### src/rtl/x7seg_pkg.sv
// Shared constants and display-state type for the x7seg_scan display controller.
package x7seg_pkg;

  localparam int unsigned MAX_DIG = 16;
  localparam int unsigned IDX_W   = 4;
  localparam logic [6:0]  SEG_OFF = 7'h7F;

  // Sized for the largest supported digit count; narrower builds zero-extend.
  typedef struct packed {
    logic [4*MAX_DIG-1:0] nib;
    logic [MAX_DIG-1:0]   dp;
    logic [MAX_DIG-1:0]   blank;
  } disp_t;

endpackage

### src/rtl/x7seg_scan_if.sv
// Register-file side and display-pin side signals of x7seg_scan.
interface x7seg_scan_if #(
  parameter int unsigned NDIG     = 8,
  parameter int unsigned BRIGHT_W = 3
) ();
  logic [4*NDIG-1:0]   data;
  logic                load;
  logic [NDIG-1:0]     dp_in;
  logic [NDIG-1:0]     blank;
  logic                lz_en;
  logic [BRIGHT_W-1:0] bright;
  logic [NDIG-1:0]     blink_mask;
  logic [6:0]          a2g;
  logic [NDIG-1:0]     an;
  logic                dp;
  logic                frame;

  modport master (
    output data, load, dp_in, blank, lz_en, bright, blink_mask,
    input  a2g, an, dp, frame
  );

  modport slave (
    input  data, load, dp_in, blank, lz_en, bright, blink_mask,
    output a2g, an, dp, frame
  );
endinterface

### src/rtl/x7seg_scan_hex7seg.sv
// Hex7Seg: hex nibble to active-low segments, a2g[6]=a ... a2g[0]=g.
module Hex7Seg (
  input  logic [3:0] i_nib,
  output logic [6:0] o_seg
);
  always_comb begin
    o_seg = 7'h7F;
    case (i_nib)
      4'h0: o_seg = ~7'h7E;
      4'h1: o_seg = ~7'h30;
      4'h2: o_seg = ~7'h6D;
      4'h3: o_seg = ~7'h79;
      4'h4: o_seg = ~7'h33;
      4'h5: o_seg = ~7'h5B;
      4'h6: o_seg = ~7'h5F;
      4'h7: o_seg = ~7'h70;
      4'h8: o_seg = ~7'h7F;
      4'h9: o_seg = ~7'h7B;
      4'hA: o_seg = ~7'h77;
      4'hB: o_seg = ~7'h1F;
      4'hC: o_seg = ~7'h4E;
      4'hD: o_seg = ~7'h3D;
      4'hE: o_seg = ~7'h4F;
      4'hF: o_seg = ~7'h47;
      default: o_seg = 7'h7F;
    endcase
  end
endmodule

### src/rtl/x7seg_scan.sv
// Multiplexed seven-segment controller: tear-free shadow/display buffers, blanking,
// leading-zero suppression and PWM brightness. Optional blink: X7SEG_BLINK_EN.
module x7seg_scan
  import x7seg_pkg::*;
#(
  parameter int unsigned NDIG     = 8,
  parameter int unsigned DIV_W    = 17,
  parameter int unsigned BRIGHT_W = 3,
  parameter int unsigned BLINK_W  = 5
) (
  input  logic          clk,
  input  logic          clr_n,
  x7seg_scan_if.slave   bus
);

  logic [DIV_W-1:0] r_pre;
  logic [IDX_W-1:0] r_idx;
  disp_t            r_shadow;
  disp_t            r_disp;
  logic             r_pend;
  logic [6:0]       r_seg;
  logic [NDIG-1:0]  r_an;
  logic             r_dp;
  logic             r_frame;

  disp_t            w_in;
  logic             w_wrap;
  logic             w_bound;
  logic [IDX_W-1:0] w_hi;
  logic             w_supp;
  logic             w_duty;
  logic             w_blink_off;
  logic             w_en;
  logic [3:0]       w_nib;
  logic [6:0]       w_seg;

  always_comb begin
    w_in       = '0;
    w_in.nib   = (4*MAX_DIG)'(bus.data);
    w_in.dp    = MAX_DIG'(bus.dp_in);
    w_in.blank = MAX_DIG'(bus.blank);
  end

  assign w_wrap  = &r_pre;
  assign w_bound = w_wrap && (r_idx == IDX_W'(NDIG-1));

  // Highest nonzero nibble; digit 0 stays lit even when everything is zero.
  always_comb begin
    w_hi = '0;
    for (int unsigned i = 0; i < MAX_DIG; i++) begin
      if (r_disp.nib[4*i +: 4] != 4'h0) w_hi = IDX_W'(i);
    end
  end

  assign w_supp = bus.lz_en && (r_idx > w_hi);
  assign w_duty = (r_pre[DIV_W-1 -: BRIGHT_W] <= bus.bright);
  assign w_nib  = r_disp.nib[4*r_idx +: 4];

`ifdef X7SEG_BLINK_EN
  logic [BLINK_W-1:0] r_blink;
  logic [MAX_DIG-1:0] w_bmask;

  assign w_bmask     = MAX_DIG'(bus.blink_mask);
  assign w_blink_off = r_blink[BLINK_W-1] & w_bmask[r_idx];

  always_ff @(posedge clk) begin
    if (!clr_n)       r_blink <= '0;
    else if (w_bound) r_blink <= r_blink + 1'b1;
  end
`else
  logic w_unused_blink;
  assign w_unused_blink = ^bus.blink_mask;
  assign w_blink_off    = 1'b0;
`endif

  assign w_en = !r_disp.blank[r_idx] && !w_supp && w_duty && !w_blink_off;

  Hex7Seg u_hex (
    .i_nib (w_nib),
    .o_seg (w_seg)
  );

  always_ff @(posedge clk) begin
    if (!clr_n) begin
      r_pre    <= '0;
      r_idx    <= '0;
      r_shadow <= '0;
      r_disp   <= '0;
      r_pend   <= 1'b0;
      r_seg    <= SEG_OFF;
      r_an     <= '1;
      r_dp     <= 1'b1;
      r_frame  <= 1'b0;
    end else begin
      r_pre <= r_pre + 1'b1;
      if (w_wrap) r_idx <= w_bound ? '0 : r_idx + 1'b1;

      if (bus.load) begin
        r_shadow <= w_in;
        r_pend   <= 1'b1;
      end
      // A load on the boundary bypasses the shadow so it shows in the next frame.
      if (w_bound) begin
        if (bus.load) begin
          r_disp <= w_in;
          r_pend <= 1'b0;
        end else if (r_pend) begin
          r_disp <= r_shadow;
          r_pend <= 1'b0;
        end
      end

      r_frame <= w_bound;
      r_an    <= w_en ? ~(NDIG'(1) << r_idx) : '1;
      r_seg   <= w_en ? w_seg : SEG_OFF;
      r_dp    <= w_en ? ~r_disp.dp[r_idx] : 1'b1;
    end
  end

  assign bus.a2g   = r_seg;
  assign bus.an    = r_an;
  assign bus.dp    = r_dp;
  assign bus.frame = r_frame;

endmodule
### src/flat_wrapper.sv
// flat-port wrapper written by rule: the top's interface ports become plain ports
module x7seg_scan_flat import x7seg_pkg::*;
#(
  parameter int unsigned NDIG     = 8,
  parameter int unsigned DIV_W    = 17,
  parameter int unsigned BRIGHT_W = 3,
  parameter int unsigned BLINK_W  = 5
)
  (clk, clr_n, bus_data, bus_load, bus_dp_in, bus_blank, bus_lz_en, bus_bright, bus_blink_mask, bus_a2g, bus_an, bus_dp, bus_frame);
  x7seg_scan_if #(.NDIG(NDIG), .BRIGHT_W(BRIGHT_W)) bus_i ();
  input  logic clk;
  input  logic clr_n;
  input wire logic [$bits(bus_i.data)-1:0] bus_data;
  input wire logic [$bits(bus_i.load)-1:0] bus_load;
  input wire logic [$bits(bus_i.dp_in)-1:0] bus_dp_in;
  input wire logic [$bits(bus_i.blank)-1:0] bus_blank;
  input wire logic [$bits(bus_i.lz_en)-1:0] bus_lz_en;
  input wire logic [$bits(bus_i.bright)-1:0] bus_bright;
  input wire logic [$bits(bus_i.blink_mask)-1:0] bus_blink_mask;
  output wire logic [$bits(bus_i.a2g)-1:0] bus_a2g;
  output wire logic [$bits(bus_i.an)-1:0] bus_an;
  output wire logic [$bits(bus_i.dp)-1:0] bus_dp;
  output wire logic [$bits(bus_i.frame)-1:0] bus_frame;
  assign bus_i.data = bus_data;
  assign bus_i.load = bus_load;
  assign bus_i.dp_in = bus_dp_in;
  assign bus_i.blank = bus_blank;
  assign bus_i.lz_en = bus_lz_en;
  assign bus_i.bright = bus_bright;
  assign bus_i.blink_mask = bus_blink_mask;
  assign bus_a2g = bus_i.a2g;
  assign bus_an = bus_i.an;
  assign bus_dp = bus_i.dp;
  assign bus_frame = bus_i.frame;
  x7seg_scan #(.NDIG(NDIG), .DIV_W(DIV_W), .BRIGHT_W(BRIGHT_W), .BLINK_W(BLINK_W)) u_core (.clk(clk), .clr_n(clr_n), .bus(bus_i));
endmodule
### config.mk
export PLATFORM = sky130hd
export DESIGN_NAME = x7seg_scan_flat
export DESIGN_NICKNAME = d
export VERILOG_FILES = /design/src/rtl/x7seg_pkg.sv /design/src/rtl/x7seg_scan_if.sv /design/src/rtl/x7seg_scan_hex7seg.sv /design/src/rtl/x7seg_scan.sv /design/src/flat_wrapper.sv
export SDC_FILE = /design/constraint.sdc
export NUM_CORES = 1
export LEC_CHECK = 0
export CORE_MARGIN = 4
export CORE_UTILIZATION = 55
export DETAILED_ROUTE_END_ITERATION = 8
export PLACE_DENSITY = 0.78
export SYNTH_ARGS = -nofsm -noshare
export SYNTH_HDL_FRONTEND = slang
export SYNTH_SLANG_ARGS = --single-unit
export TNS_END_PERCENT = 10
### constraint.sdc
create_clock -name clk -period 3.5 [get_ports clk]
set_clock_uncertainty 0.15 [all_clocks]
set_input_delay 0.7 -clock clk [delete_from_list [all_inputs] [get_ports clk]]
set_output_delay 0.7 -clock clk [all_outputs]
set_load 0.02 [all_outputs]
==> impl_metrics.env, run 1 <==
export IMPL_status="finished clean"
export IMPL_worstSetupPathType="reg -> reg"
export IMPL_syn_avg_cell_area_um2=10.6
export IMPL_dp_hpwl_um=7960
export IMPL_cts_tree="yes"
export IMPL_rr_endpoint="u_core.bus.a2g[1]"
export IMPL_place_congestion=0.880
export IMPL_boundaryPins=80
export IMPL_synth_top_flop_cell="dfxtp_1"
export IMPL_die_w_um=112
export IMPL_numCtsBuffers=17
export IMPL_synthesis_nets=642
export IMPL_drive_gt1_frac=0.0905
export IMPL_drv_cap=0
export IMPL_synth_cell_type_count=46
export IMPL_die_y_um=112
export IMPL_grt_max_degree=119
export IMPL_wirelength_um=11700
export IMPL_path_cells="or4_1 -> nand2b_1 -> a21oi_1 -> nor2_1 -> ha_1 -> nor2b_1 -> o21a_1 -> o211ai_1 -> and4_1 -> o311ai_0"
export IMPL_detail_route_iter0_violations=151
export IMPL_path_max_fanout=16
export IMPL_synth_edf_count=0
export IMPL_seq_area_frac_synth=0.458
export IMPL_fin_nets=700
export IMPL_fp_coreArea_um2=10400
export IMPL_crit_family="simple AND/OR/NAND/NOR gates"
export IMPL_grt_setup_unrepaired="no"
export IMPL_cpMaxStageDelayCell="or4_1"
export IMPL_syn_inst=559
export IMPL_vias=4181
export IMPL_ys_warnings_count=0
export IMPL_critPathCapture="u_core.bus.a2g[1]"
export IMPL_hold_viol=0
export IMPL_cpPeakStageDelay_ns=0.56
export IMPL_clock_latency_ns=0.51
export IMPL_clk_pin_slew_ns=0.06
export IMPL_p_leak_nw=3.48
export IMPL_vdd_drop_max_mv=0.292
export IMPL_max_slew_worst_pin_slew_ns=0.987
export IMPL_synth_seq_cells=135
export IMPL_start_kind="flip-flop"
export IMPL_finalCritPeriodShare=0.876
export IMPL_cts_sinks=135
export IMPL_slew_viol_final=0
export IMPL_rows=37
export IMPL_hold_path_class="reg -> reg"
export IMPL_grt_pass1_vias=4040
export IMPL_rr_worst_depth=10
export IMPL_period_needed_ns=3.07
export IMPL_power_w=0.00348
export IMPL_timing_slew_headroom=0.342
export IMPL_drc=0
export IMPL_highest_layer="met4"
export IMPL_postCtsSetupBuffers=0
export IMPL_met3_length_um=574
export IMPL_track_usage=0.194
export IMPL_post_cts_resized=0
export IMPL_cts_root_buf="clkbuf_8"
export IMPL_max_freq_mhz=326
export IMPL_final_cell_mix="dfxtp_1, clkdlybuf4s50_1, nand2_1"
export IMPL_grt_pass1_wl_um=19800
export IMPL_fillCellCount=818
export IMPL_grt_overflow_total=0
export IMPL_r2r_start="u_core.r_disp[52]"
export IMPL_dr_pass1_iters=5
export IMPL_detail_route_antenna_nets=0
export IMPL_wl_per_cell_um=15.2
export IMPL_clk_path_buf_depth=2
export IMPL_syn_to_final_growth_pct=22.6
export IMPL_tns_ns=0
export IMPL_r2r_slack_ns=0.43
export IMPL_critPathRequiredTime_ns=3.70
export IMPL_start_util=0.569
export IMPL_drt_met1_wl_um=5600
export IMPL_pwr_density_cell_nw_per_um2=481
export IMPL_arrival_ns=3.27
export IMPL_antenna_cells=0
export IMPL_cp_buffers_inverters=0
export IMPL_cts_max_level=4
export IMPL_cp_depth=10
export IMPL_post_place_ws_ns=0.471
export IMPL_hold_buffers=0
export IMPL_dieArea_um2=12400
export IMPL_wl_met2_um=5370
export IMPL_critPathLaunch="u_core.r_disp[52]"
export IMPL_mostFrequentLayoutCell="dfxtp_1"
export IMPL_worst_slack_ns=0.434
export IMPL_io_buffer_count=71
export IMPL_cp_end_kind="flip-flop"
export IMPL_async_reset_ff_frac=0
export IMPL_drt_vias_per_instance=5.46
export IMPL_setup_violations=0
export IMPL_postPlaceCellArea_um2=6650
export IMPL_antenna_found_initial=0
export IMPL_hold_depth=1
export IMPL_fin_area_um2=7230
export IMPL_syn_area_um2=5900
export IMPL_final_util=0.697
sequential cells by signal, summed over array words and instances (netlist names):
signal / count
u_core.bus.dp: 1
u_core.r_idx: 4
u_core.bus.frame: 1
u_core.bus.an: 8
u_core.r_pre: 17
u_core.r_disp: 48
u_core.r_shadow: 48
u_core.bus.a2g: 7
u_core.r_pend: 1
cell families (layout without fill, tap and decap cells):
family	Yosys count	count (layout)	synth area share
compound gates	74	74	0.113
xor+xnor	15	15	0.0223
fa+ha+maj	20	20	0.0424
buf+inv	52	123	0.0426
flops	135	135	0.458
mux	72	72	0.153
simple gates	191	191	0.169
stage by stage:
stage          hold slack (ns)  instances
2_1_floorplan            0.287        559
3_3_place_gp             0.301        734
3_5_place_dp             0.329        734
4_1_cts                  0.346        766
5_1_grt                  0.374        766
6_report                 0.345        766
cells in the mapped netlist (5+ instances only):
cell | number | share of area
xor2_1 | 6 | 0.0089
nor2b_1 | 56 | 0.059
xnor2_1 | 9 | 0.013
dfxtp_1 | 135 | 0.46
o211ai_1 | 5 | 0.0064
mux2i_1 | 56 | 0.095
o21ai_0 | 6 | 0.0051
clkbuf_1 | 18 | 0.011
buf_2 | 17 | 0.014
mux4_2 | 5 | 0.019
and2_1 | 16 | 0.017
ha_1 | 20 | 0.042
nor4_1 | 8 | 0.0085
mux4_1 | 6 | 0.027
nand2_1 | 59 | 0.038
inv_1 | 12 | 0.0076
nor2_1 | 13 | 0.0083
nand3_1 | 19 | 0.016
o211a_1 | 49 | 0.083
worst min path at each step:
stage,startpoint,end,slack (ns)
6_report,u_core.r_pre[0],u_core.r_pre[0],0.34
5_1_grt,u_core.r_disp[16],u_core.r_disp[16],0.37
4_1_cts,u_core.r_disp[0],u_core.r_disp[0],0.35
3_5_place_dp,u_core.r_pre[0],u_core.r_pre[0],0.33
3_3_place_gp,u_core.r_pre[0],u_core.r_pre[0],0.30
2_1_floorplan,u_core.r_pre[0],u_core.r_pre[0],0.29
final cells by class:
type | instances | area [µm²] | share of cell area
tap | 136 | 170 | 0.0235
clock buffer | 22 | 483 | 0.0668
timing repair buffer | 79 | 786 | 0.109
clock inverter | 10 | 95.1 | 0.0131
multi-input combinational | 372 | 2950 | 0.408
sequential | 135 | 2700 | 0.374
inverter | 12 | 45.0 | 0.00623
power breakdown:
part | switching, W | internal, W | leakage, nW
sequential | 0.0000122 | 0.00158 | 1.10
combinational | 0.0000901 | 0.000113 | 2.11
clock | 0.000651 | 0.00104 | 0.271
total | 0.000753 | 0.00273 | 3.48
per-layer routing:
layer / vias up / track usage
met5: - / 0
met4: 0 / 0.0754
met3: 12 / 0.0440
met2: 98 / 0.301
met1: 1993 / 0.263
li1: 2078 / -
Power figures use the tool's default switching activity.
==> inputs of run 2 (changes only) <==
--- a/config.mk
+++ b/config.mk
@@ -6,9 +6,9 @@
 export NUM_CORES = 1
 export LEC_CHECK = 0
 export CORE_MARGIN = 4
-export CORE_UTILIZATION = 55
+export CORE_UTILIZATION = 40
 export DETAILED_ROUTE_END_ITERATION = 8
-export PLACE_DENSITY = 0.78
+export PLACE_DENSITY = 0.59
 export SYNTH_ARGS = -nofsm -noshare
 export SYNTH_HDL_FRONTEND = slang
 export SYNTH_SLANG_ARGS = --single-unit
==> impl_metrics.env, run 2 (synthesis results as in run 1) <==
export IMPL_status="finished clean"
export IMPL_worstSetupPathType="reg -> reg"
export IMPL_drc=0
export IMPL_clk_path_buf_depth=2
export IMPL_start_kind="flip-flop"
export IMPL_hold_buffers=0
export IMPL_mostFrequentLayoutCell="dfxtp_1"
export IMPL_cpMaxStageDelayCell="or4_1"
export IMPL_setup_violations=0
export IMPL_place_congestion=0.846
export IMPL_cp_buffers_inverters=0
export IMPL_swShare=0.201
export IMPL_intPower_w=0.00281
export IMPL_critPathRequiredTime_ns=3.60
export IMPL_cp_end_kind="flip-flop"
export IMPL_grt_pass1_vias=4111
export IMPL_syn_to_final_growth_pct=24.1
export IMPL_min_from="u_core.r_pre[0]"
export IMPL_instances_no_fill=813
export IMPL_dieArea_um2=16800
export IMPL_final_util=0.506
export IMPL_cts_root_buf="clkbuf_16"
export IMPL_grt_overflow_total=0
export IMPL_postCtsSetupBuffers=0
export IMPL_grt_pass1_wl_um=20100
export IMPL_pwr_density_cell_nw_per_um2=480
export IMPL_detail_route_antenna_nets=0
export IMPL_hold_path_class="reg -> reg"
export IMPL_wl_per_cell_um=14.7
export IMPL_max_slew_worst_pin_slew_ns=0.838
export IMPL_drt_vias_per_instance=5.04
export IMPL_fin_nets=702
export IMPL_hold_depth=1
export IMPL_p_seq_frac=0.453
export IMPL_vias=4099
export IMPL_cts_max_level=4
export IMPL_rr_endpoint="u_core.bus.a2g[4]"
export IMPL_final_cell_mix="dfxtp_1, clkdlybuf4s50_1, nand2_1"
export IMPL_boundaryPins=80
export IMPL_switching_power_w=0.000707
export IMPL_detail_route_iter0_violations=169
export IMPL_fp_coreArea_um2=14500
export IMPL_r2r_slack_ns=0.39
export IMPL_p_leak_nw=3.50
export IMPL_timing_slew_headroom=0.441
export IMPL_clk_pin_slew_ns=0.05
export IMPL_holdWs_ns=0.324
export IMPL_drv_cap=0
export IMPL_p_comb_frac=0.058
export IMPL_io_buffer_count=71
export IMPL_placed_cells=784
export IMPL_power_w=0.00352
export IMPL_path_max_fanout=16
export IMPL_drive_gt1_frac=0.0859
export IMPL_crit_family="simple AND/OR/NAND/NOR gates"
export IMPL_die_y_um=129
export IMPL_cts_sinks=135
export IMPL_tns_ns=0
export IMPL_arrival_ns=3.21
export IMPL_grt_setup_unrepaired="no"
export IMPL_hold_viol=0
export IMPL_grt_max_degree=66
export IMPL_rows=44
export IMPL_rr_worst_depth=10
export IMPL_r2r_start="u_core.r_disp[52]"
export IMPL_max_freq_mhz=321
export IMPL_track_usage=0.151
export IMPL_post_cts_resized=0
export IMPL_clock_latency_ns=0.41
export IMPL_wirelength_um=12000
export IMPL_period_needed_ns=3.11
export IMPL_numCtsBuffers=17
export IMPL_reg_top3="u_core.r_disp: 48 flops, u_core.r_shadow: 48 flops, u_core.r_pre: 17 flops"
export IMPL_p_clk_frac=0.489
export IMPL_finalCritPeriodShare=0.889
export IMPL_slew_viol_final=0
export IMPL_start_util=0.407
export IMPL_vdd_drop_max_mv=0.337
export IMPL_cts_tree="yes"
export IMPL_dr_pass1_iters=5
export IMPL_dp_hpwl_um=8370
export IMPL_antenna_found_initial=0
export IMPL_cpPeakStageDelay_ns=0.56
export IMPL_path_cells="or4_1 -> nand2b_1 -> a21oi_1 -> nor2_1 -> ha_1 -> nor2b_1 -> o21a_1 -> o211ai_1 -> and4_1 -> o311ai_0"
export IMPL_holdPathEnd="u_core.r_pre[0]"
export IMPL_antenna_cells=0
export IMPL_die_w_um=129
-- run 2: changes by cell type in the layout (fill, tap and decap cells not counted) --
cell,previous run,this run
buf_4,6,7
clkbuf_8,6,8
clkinvlp_4,5,0
buf_12,2,3
clkinv_2,2,1
clkinv_4,2,0
clkbuf_1,0,2
clkbuf_16,16,17
-- run 2: final cells by class --
class,count,area (µm²)
sequential,135,2700
fill,1267,7160
tap,184,230
inverter,12,45.0
clock inverter,2,35.0
clock buffer,27,543
timing repair buffer,81,813
multi-input combinational,372,2950
-- run 2: how the worst max path moves through the flow --
stage	to	startpoint	slack (ns)	cells past startpoint
final	u_core.bus.a2g[4]	u_core.r_disp[52]	0.39	10
after CTS	u_core.bus.a2g[4]	u_core.r_disp[52]	0.40	10
after global routing	u_core.bus.a2g[1]	u_core.r_disp[52]	0.15	10
after floorplan	u_core.bus.a2g[3]	u_core.r_idx[1]	0.91	9
after global placement	u_core.bus.a2g[1]	bus_bright[1]	0.36	8
after detailed placement	u_core.bus.a2g[4]	bus_bright[1]	0.33	8
-- run 2: per-layer routing --
layer / GRT usage / wire length [µm]
met5: 0 / 0
met4: 0.0477 / 114
met3: 0.0470 / 585
met2: 0.230 / 5340
met1: 0.206 / 5930
-- run 2: stage by stage --
step	setup WS, ns	instance area [µm²]
2_1_floorplan	0.906	5900
3_3_place_gp	0.361	6740
3_5_place_dp	0.328	6740
4_1_cts	0.405	7320
5_1_grt	0.151	7320
6_report	0.388	7320
-- run 2: worst reg2reg max path: cells and delay by family, from the launching register on --
| kind | cells | cell delay (ns) |
|---|---|---|
| flip-flops | 1 | 0.32 |
| AO/OA/AOI/OAI | 4 | 0.71 |
| adder cells (fa/ha/maj) | 1 | 0.28 |
| AND/OR/NAND/NOR | 5 | 1.47 |
-- run 2: power groups by stage --
stage | sequential (W) | clock, W | combinational (W)
3_5_place_dp | 0.00162 | 0 | 0.000208
6_report | 0.00159 | 0.00172 | 0.000205
3_3_place_gp | 0.00162 | 0 | 0.000204
5_1_grt | 0.00159 | 0.00183 | 0.000225
4_1_cts | 0.00159 | 0.00176 | 0.000209
2_1_floorplan | 0.00163 | 0 | 0.000110
==> inputs of run 3 (changes only) <==
--- a/config.mk
+++ b/config.mk
@@ -9,6 +9,7 @@
 export CORE_UTILIZATION = 40
 export DETAILED_ROUTE_END_ITERATION = 8
 export PLACE_DENSITY = 0.59
+export SETUP_SLACK_MARGIN = 0.05
 export SYNTH_ARGS = -nofsm -noshare
 export SYNTH_HDL_FRONTEND = slang
 export SYNTH_SLANG_ARGS = --single-unit
==> constraint.sdc (replaced) <==
create_clock -name clk -period 3.5 [get_ports clk]
set_clock_uncertainty 0.15 [all_clocks]
set_input_delay 0.7 -clock clk [delete_from_list [all_inputs] [get_ports clk]]
set_output_delay 0.7 -clock clk [all_outputs]
set_load 0.1 [all_outputs]
==> impl_metrics.env, run 3 (synthesis results as in run 1) <==
export IMPL_multi_input_area_um2=2950
export IMPL_fp_coreArea_um2=14500
export IMPL_grt_setup_unrepaired="no"
export IMPL_cp_end_kind="flip-flop"
export IMPL_cts_sinks=135
export IMPL_post_cts_resized=0
export IMPL_start_util=0.407
export IMPL_postCtsSetupBuffers=0
export IMPL_numCtsBuffers=17
export IMPL_layout_area_seq_um2=2700
export IMPL_cts_max_level=4
export IMPL_finalCritPeriodShare=0.873
export IMPL_vdd_drop_max_mv=0.340
export IMPL_drv_cap=0
export IMPL_slew_viol_final=0
export IMPL_rows=44
export IMPL_timing_slew_headroom=0.325
export IMPL_cts_tree="yes"
export IMPL_fin_nets=701
export IMPL_pwr_density_cell_nw_per_um2=471
export IMPL_max_slew_worst_pin_slew_ns=1.01
export IMPL_tns_ns=0
export IMPL_hold_viol=0
export IMPL_antenna_found_initial=0
export IMPL_syn_to_final_growth_pct=22.1
export IMPL_final_util=0.498
export IMPL_track_usage=0.150
export IMPL_start_kind="flip-flop"
export IMPL_grt_overflow_total=0
export IMPL_hold_depth=1
export IMPL_grt_pass1_vias=4010
export IMPL_arrival_ns=3.16
export IMPL_setup_violations=0
export IMPL_dr_pass1_iters=4
export IMPL_status="finished clean"
export IMPL_drc=0
export IMPL_wl_per_cell_um=14.5
export IMPL_mostFrequentLayoutCell="dfxtp_1"
export IMPL_detail_route_antenna_nets=0
export IMPL_place_congestion=0.857
export IMPL_die_w_um=129
export IMPL_drt_vias_per_instance=5.01
export IMPL_path_max_fanout=16
export IMPL_wirelength_um=11700
export IMPL_dp_hpwl_um=8230
export IMPL_cts_root_buf="clkbuf_16"
export IMPL_antenna_cells=0
export IMPL_power_w=0.00339
export IMPL_grt_pass1_wl_um=19800
export IMPL_clk_path_buf_depth=2
export IMPL_hold_path_class="reg -> reg"
export IMPL_fillCellCount=1314
export IMPL_grt_max_degree=119
export IMPL_period_needed_ns=3.06
export IMPL_p_leak_nw=3.48
export IMPL_reg_top3="u_core.r_disp: 48 flops, u_core.r_shadow: 48 flops, u_core.r_pre: 17 flops"
export IMPL_final_cell_mix="dfxtp_1, nand2_1, mux2i_1, nor2b_1, clkdlybuf4s50_1"
export IMPL_boundaryPins=80
export IMPL_critPathRequiredTime_ns=3.60
export IMPL_dieArea_um2=16800
export IMPL_max_freq_mhz=327
export IMPL_rr_worst_depth=10
export IMPL_io_buffer_count=71
export IMPL_die_y_um=129
export IMPL_detail_route_iter0_violations=247
export IMPL_hold_buffers=0
export IMPL_drive_gt1_frac=0.110
export IMPL_worstSetupPathType="reg -> reg"
export IMPL_instances_no_fill=811
export IMPL_clk_pin_slew_ns=0.06
export IMPL_clock_latency_ns=0.41
export IMPL_placed_cells=783
export IMPL_vias=4067
-- run 3: cell types whose count changed in the layout (fill, tap and decap cells not counted) --
cell             delta
bufinv_16           -1
clkbuf_8            -4
buf_4              +16
clkdlybuf4s50_1    -17
clkinv_2            +4
-- run 3: layout make-up --
class / count / share of cell area
inverter: 12 / 0.00625
multi-input combinational: 372 / 0.410
clock buffer: 23 / 0.0677
tap: 184 / 0.0320
sequential: 135 / 0.375
clock inverter: 5 / 0.00347
timing repair buffer: 80 / 0.106
-- run 3: final timing paths --
kind,startpoint,endpoint,slack [ns]
min reg2reg,u_core.r_pre[0],u_core.r_pre[0],0.32
min,u_core.r_pre[0],u_core.r_pre[0],0.32
max,u_core.r_disp[52],u_core.bus.a2g[1],0.44
max reg2reg,u_core.r_disp[52],u_core.bus.a2g[1],0.44
-- run 3: worst max-delay path: stages, from the launching register on --
cell and delay [ns]:
dfxtp_1 0.32, or4_1 0.55, nand2b_1 0.18, a21oi_1 0.14, nor2_1 0.06, ha_1 0.29, nor2b_1 0.13, o21a_1 0.16
o211ai_1 0.16, and4_1 0.53, o311ai_0 0.22
-- run 3: report_power, final --
part           switching (W)  internal [W]  total, W
clock               0.000610      0.000956   0.00157
sequential         0.0000119       0.00158   0.00159
combinational       0.000125      0.000110  0.000235
-- run 3: stage by stage --
step | hold slack, ns | area [µm²] | setup slack, ns
after floorplan | 0.287 | 5900 | 0.906
after global placement | 0.305 | 6690 | 0.389
after detailed placement | 0.310 | 6690 | 0.330
after CTS | 0.323 | 7200 | 0.444
after global routing | 0.355 | 7200 | 0.212
final | 0.321 | 7200 | 0.444
-- run 3: metal layers --
layer  track usage  share of wire  vias up
met4        0.0660          0.020        0
met5             0              0        -
met2         0.220           0.43       75
li1              -              -     2085
met1         0.207           0.50     1891
met3        0.0437          0.051       16
==> edit 1, RTL diff (config.mk and constraints of run 1) <==
`BRIGHT_W` is set to 3 in 3 places; all go to 5.
--- a/src/rtl/x7seg_scan_if.sv
+++ b/src/rtl/x7seg_scan_if.sv
@@ -1,7 +1,7 @@
 // Register-file side and display-pin side signals of x7seg_scan.
 interface x7seg_scan_if #(
   parameter int unsigned NDIG     = 8,
-  parameter int unsigned BRIGHT_W = 3
+  parameter int unsigned BRIGHT_W = 5
 ) ();
   logic [4*NDIG-1:0]   data;
   logic                load;
--- a/src/rtl/x7seg_scan.sv
+++ b/src/rtl/x7seg_scan.sv
@@ -5,7 +5,7 @@
 #(
   parameter int unsigned NDIG     = 8,
   parameter int unsigned DIV_W    = 17,
-  parameter int unsigned BRIGHT_W = 3,
+  parameter int unsigned BRIGHT_W = 5,
   parameter int unsigned BLINK_W  = 5
 ) (
   input  logic          clk,
--- a/src/flat_wrapper.sv
+++ b/src/flat_wrapper.sv
@@ -3,7 +3,7 @@
 #(
   parameter int unsigned NDIG     = 8,
   parameter int unsigned DIV_W    = 17,
-  parameter int unsigned BRIGHT_W = 3,
+  parameter int unsigned BRIGHT_W = 5,
   parameter int unsigned BLINK_W  = 5
 )
   (clk, clr_n, bus_data, bus_load, bus_dp_in, bus_blank, bus_lz_en, bus_bright, bus_blink_mask, bus_a2g, bus_an, bus_dp, bus_frame);
Ports: changed (resized bus_bright); port bits go from 80 to 82. The function was not compared with the original's and may differ.
==> edit 1 against run 1 <==
Non-clock buffer count increased by 6. Via count grew 0.60%. Synthesized area rose by 0.34%. Sequential cell count did not move. Worst setup slack better by 0.0017 ns. Wire length is 0.77% higher. Total power down 2.8%. Clock power fell by 6%. Count of clock-buffer cells in the layout fell by 1. Synthesized cell count up 2.7%. Final area is 0.26% higher. Critical endpoint is now u_core.bus.a2g[2]. Highest routed layer unchanged.
==> edit 1: results (changes against run 1) <==
vias 4206 (was 4181); Worst Setup EP u_core.bus.a2g[2] (was u_core.bus.a2g[1]); Final Net Count 725 (was 700); gr usage total 20.1% (was 19.4%); flop-to-flop setup slack 0.44 ns (was 0.43 ns); CP top delay family compound AO/OA/AOI/OAI gates (was simple AND/OR/NAND/NOR gates); TritonRoute pass-1 iters 4 (was 5); main area contributors after synthesis dfxtp_1 (46%), mux2i_1 (10%), o211a_1 (8.1%) (was dfxtp_1 (46%), mux2i_1 (9.5%), o211a_1 (8.3%)); crit path DAT 3.29 ns (was 3.27 ns); R2R cell count 12 (was 10); syn_nets 661 (was 642); # port buffers 73 (was 71); Worst path max stage delay 0.49 ns (was 0.56 ns); routability cong. 0.818 (was 0.880); GRT met3 Usage 6.14% (was 4.40%); Placed Instance Area 6720 sq um (was 6650 sq um); wire per inst 15.0 microns (was 15.2 microns); n_diodes 0 (unchanged); first-pass GRT wire length 20.2 mm (was 19.8 mm); slew at the pin with the worst max-slew slack 0.632 ns (was 0.987 ns); sequential fraction of the synthesis area 45.7% (was 45.8%); initial DRC count 258 (was 151); vias in the first global route 4264 (was 4040); clock latency on the worst-skew pair 0.53 ns (was 0.51 ns); Detailed Place HPWL 8.32 mm (was 7.96 mm); Highest Signal Layer met4 (unchanged); CP max stage cell o311ai_0 (was or4_1); fraction of layout cells with a size suffix above 1 9.38% (was 9.05%); top post-synthesis cells by count dfxtp_1 (135), nand2_1 (67), mux2i_1 (60) (was dfxtp_1 (135), nand2_1 (59), mux2i_1 (56), nor2b_1 (56), o211a_1 (49)); Fillers 806 (was 818); met1 GRT Util 24.5% (was 26.3%); largest net degree at the start of global routing 64 (was 119); Comb power frac 6.0% (was 5.8%); Clock Power Share 46.9% (was 48.4%); VDD IR-drop max 0.307 mV (was 0.292 mV); DR WL met2 5.70 mm (was 5.37 mm); Synth cell types 47 (was 46); wl on met1 5.30 mm (was 5.60 mm); leakage power total 3.51 nW (was 3.48 nW); post-CTS sizing 0 (unchanged); status finished, final reports clean (unchanged); met2 usage 33.3% (was 30.1%); WL met3 529 microns (was 574 microns)
## edit 1: changes by cell type after synthesis, moves of 4 or more
cell and delta:
mux2i_1 +4, nand2_1 +8, mux4_2 +4, o21ai_0 -4, mux4_1 -6
## edit 1: layout make-up
type	instances	area, sq um	area share [%]
well taps	136	170	2.35
multi-input cells	387	2980	41.1
inverters	12	45.0	0.621
clock inverters	10	80.1	1.10
flip-flops and latches	135	2700	37.3
clock buffers	21	449	6.20
repair buffers	85	823	11.4
## edit 1: cell families (layout without fill, tap and decap cells)
| kind of cell | count (synthesis) | in the layout | synth area share (%) |
|---|---|---|---|
| XOR/XNOR | 13 | 13 | 1.92 |
| flip-flops | 135 | 135 | 45.7 |
| AO/OA/AOI/OAI | 79 | 79 | 11.9 |
| AND/OR/NAND/NOR | 201 | 201 | 17.5 |
| adder cells (fa/ha/maj) | 22 | 22 | 4.65 |
| buffers and inverters | 52 | 128 | 4.02 |
| multiplexers | 72 | 72 | 14.3 |
## edit 1: how the worst min path moves through the flow
stage / from / end / slack (ns)
after floorplan: u_core.r_pre[0] / u_core.r_pre[0] / 0.27
after global routing: u_core.r_pre[0] / u_core.r_pre[0] / 0.34
after CTS: u_core.r_pre[0] / u_core.r_pre[0] / 0.30
after global placement: u_core.r_pre[0] / u_core.r_pre[0] / 0.28
after detailed placement: u_core.r_pre[0] / u_core.r_pre[0] / 0.29
final: u_core.r_pre[0] / u_core.r_pre[0] / 0.30
## edit 1: stage by stage
stage	utilization, %	setup slack, ns	instances
floorplan	-	0.779	574
finish	69.6	0.436	786
detailed placement	64.5	0.452	755
global placement	64.5	0.493	755
global route	69.6	0.158	786
CTS	69.6	0.457	786
==> edit 2, RTL diff (settings of run 1) <==
Made on the original files. Compare `r_idx` against `IDX_W'(NDIG-1)` with >= in place of ==.
--- a/src/rtl/x7seg_scan.sv
+++ b/src/rtl/x7seg_scan.sv
@@ -42,7 +42,7 @@
   end
 
   assign w_wrap  = &r_pre;
-  assign w_bound = w_wrap && (r_idx == IDX_W'(NDIG-1));
+  assign w_bound = w_wrap && (r_idx >= IDX_W'(NDIG-1));
 
   // Highest nonzero nibble; digit 0 stays lit even when everything is zero.
   always_comb begin
Behaviour: no difference found for any inputs over 10 cycles, from zero or initial values; that may be too few to reach the edited logic, so the function may still have changed.
==> edit 2 against run 1 <==
Synthesized cell count grew 2.3%. Wire length is 3.5% higher. Worst setup slack worse by 0.10 ns. Critical path depth stayed put. Final area rose by 0.16%. Synthesized area grew 0.42%. Count of clock-buffer cells in the layout down 3. Total power is 0.41% lower. Sequential cell count is the same. Critical path type unchanged. Largest cell class unchanged. Largest power group unchanged.
==> edit 2: results (changes against run 1) <==
flop-to-flop setup slack 0.33 ns (was 0.43 ns); Final Net Count 713 (was 700); GRT met3 Usage 5.71% (was 4.40%); wl on met1 5.34 mm (was 5.60 mm); gr usage total 20.2% (was 19.4%); syn_nets 655 (was 642); WL met3 587 microns (was 574 microns); initial DRC count 195 (was 151); vias 4272 (was 4181); Placed Instances 747 (was 734); status finished, final reports clean (unchanged); first-pass GRT wire length 20.5 mm (was 19.8 mm); top post-synthesis cells by count dfxtp_1 (135), nand2_1 (63), mux2i_1 (58) (was dfxtp_1 (135), nand2_1 (59), mux2i_1 (56), nor2b_1 (56), o211a_1 (49)); VDD IR-drop max 0.474 mV (was 0.292 mV); crit path DAT 3.36 ns (was 3.27 ns); CP max stage cell and4_1 (was or4_1); largest net degree at the start of global routing 97 (was 119); fraction of layout cells with a size suffix above 1 9.49% (was 9.05%); main area contributors after synthesis dfxtp_1 (46%), mux2i_1 (9.8%), o211a_1 (8.4%) (was dfxtp_1 (46%), mux2i_1 (9.5%), o211a_1 (8.3%)); TritonRoute pass-1 iters 4 (was 5); HP Class flop to flop (unchanged); Detailed Place HPWL 8.16 mm (was 7.96 mm); leakage power total 3.46 nW (was 3.48 nW); multiplexer share of the synthesized area 14.2% (was 15.3%); WHS 0.324 ns (was 0.345 ns); Placed Instance Area 6680 sq um (was 6650 sq um); crit path time final 3.17 ns (was 3.07 ns); met2 usage 33.4% (was 30.1%); clock latency on the worst-skew pair 0.53 ns (was 0.51 ns); Post-Synth XOR/XNOR Area 1.92% (was 2.23%); Adder-Cell Fraction of Synth Area 4.22% (was 4.24%); Synth cell types 49 (was 46); sequential fraction of the synthesis area 45.6% (was 45.8%); Syn Inst Count 572 (was 559); met1 GRT Util 24.6% (was 26.3%); routability cong. 0.812 (was 0.880); DR WL met2 5.98 mm (was 5.37 mm); Worst path max stage delay 0.58 ns (was 0.56 ns); Post-Place Setup Slack 0.347 ns (was 0.471 ns); final std cells w/o fill 779 (was 766); final wirelength 12.1 mm (was 11.7 mm); # port buffers 71 (unchanged); vias in the first global route 4382 (was 4040); Worst Setup EP u_core.bus.a2g[4] (was u_core.bus.a2g[1])
## edit 2: logic make-up (layout without fill, tap and decap cells)
kind of cell	after synthesis	in the layout
compound gates	88	88
xor+xnor	13	13
mux	74	74
buf+inv	53	124
flops	135	135
simple gates	189	189
fa+ha+maj	20	20
## edit 2: worst reg2reg max path, stage by stage, from the launching register on
cell and delay (ns):
dfxtp_1 0.32, or4_1 0.57, nand2b_1 0.20, a21oi_1 0.14, nor2_1 0.06, ha_1 0.28, nor2b_1 0.13, o21a_1 0.16
o211ai_1 0.16, and4_1 0.58, o221ai_1 0.23
## edit 2: area by class of cell
class / instances / area [sq um]
fillers: 803 / 3170
multi-input cells: 384 / 2980
flip-flops and latches: 135 / 2700
repair buffers: 80 / 781
clock buffers: 19 / 432
well taps: 136 / 170
clock inverters: 13 / 131
inverters: 12 / 45.0
## edit 2: where the power goes
part	internal, mW	switching, mW
combinational	0.113	0.0906
clock	1.02	0.646
sequential	1.58	0.0128
total	2.72	0.750
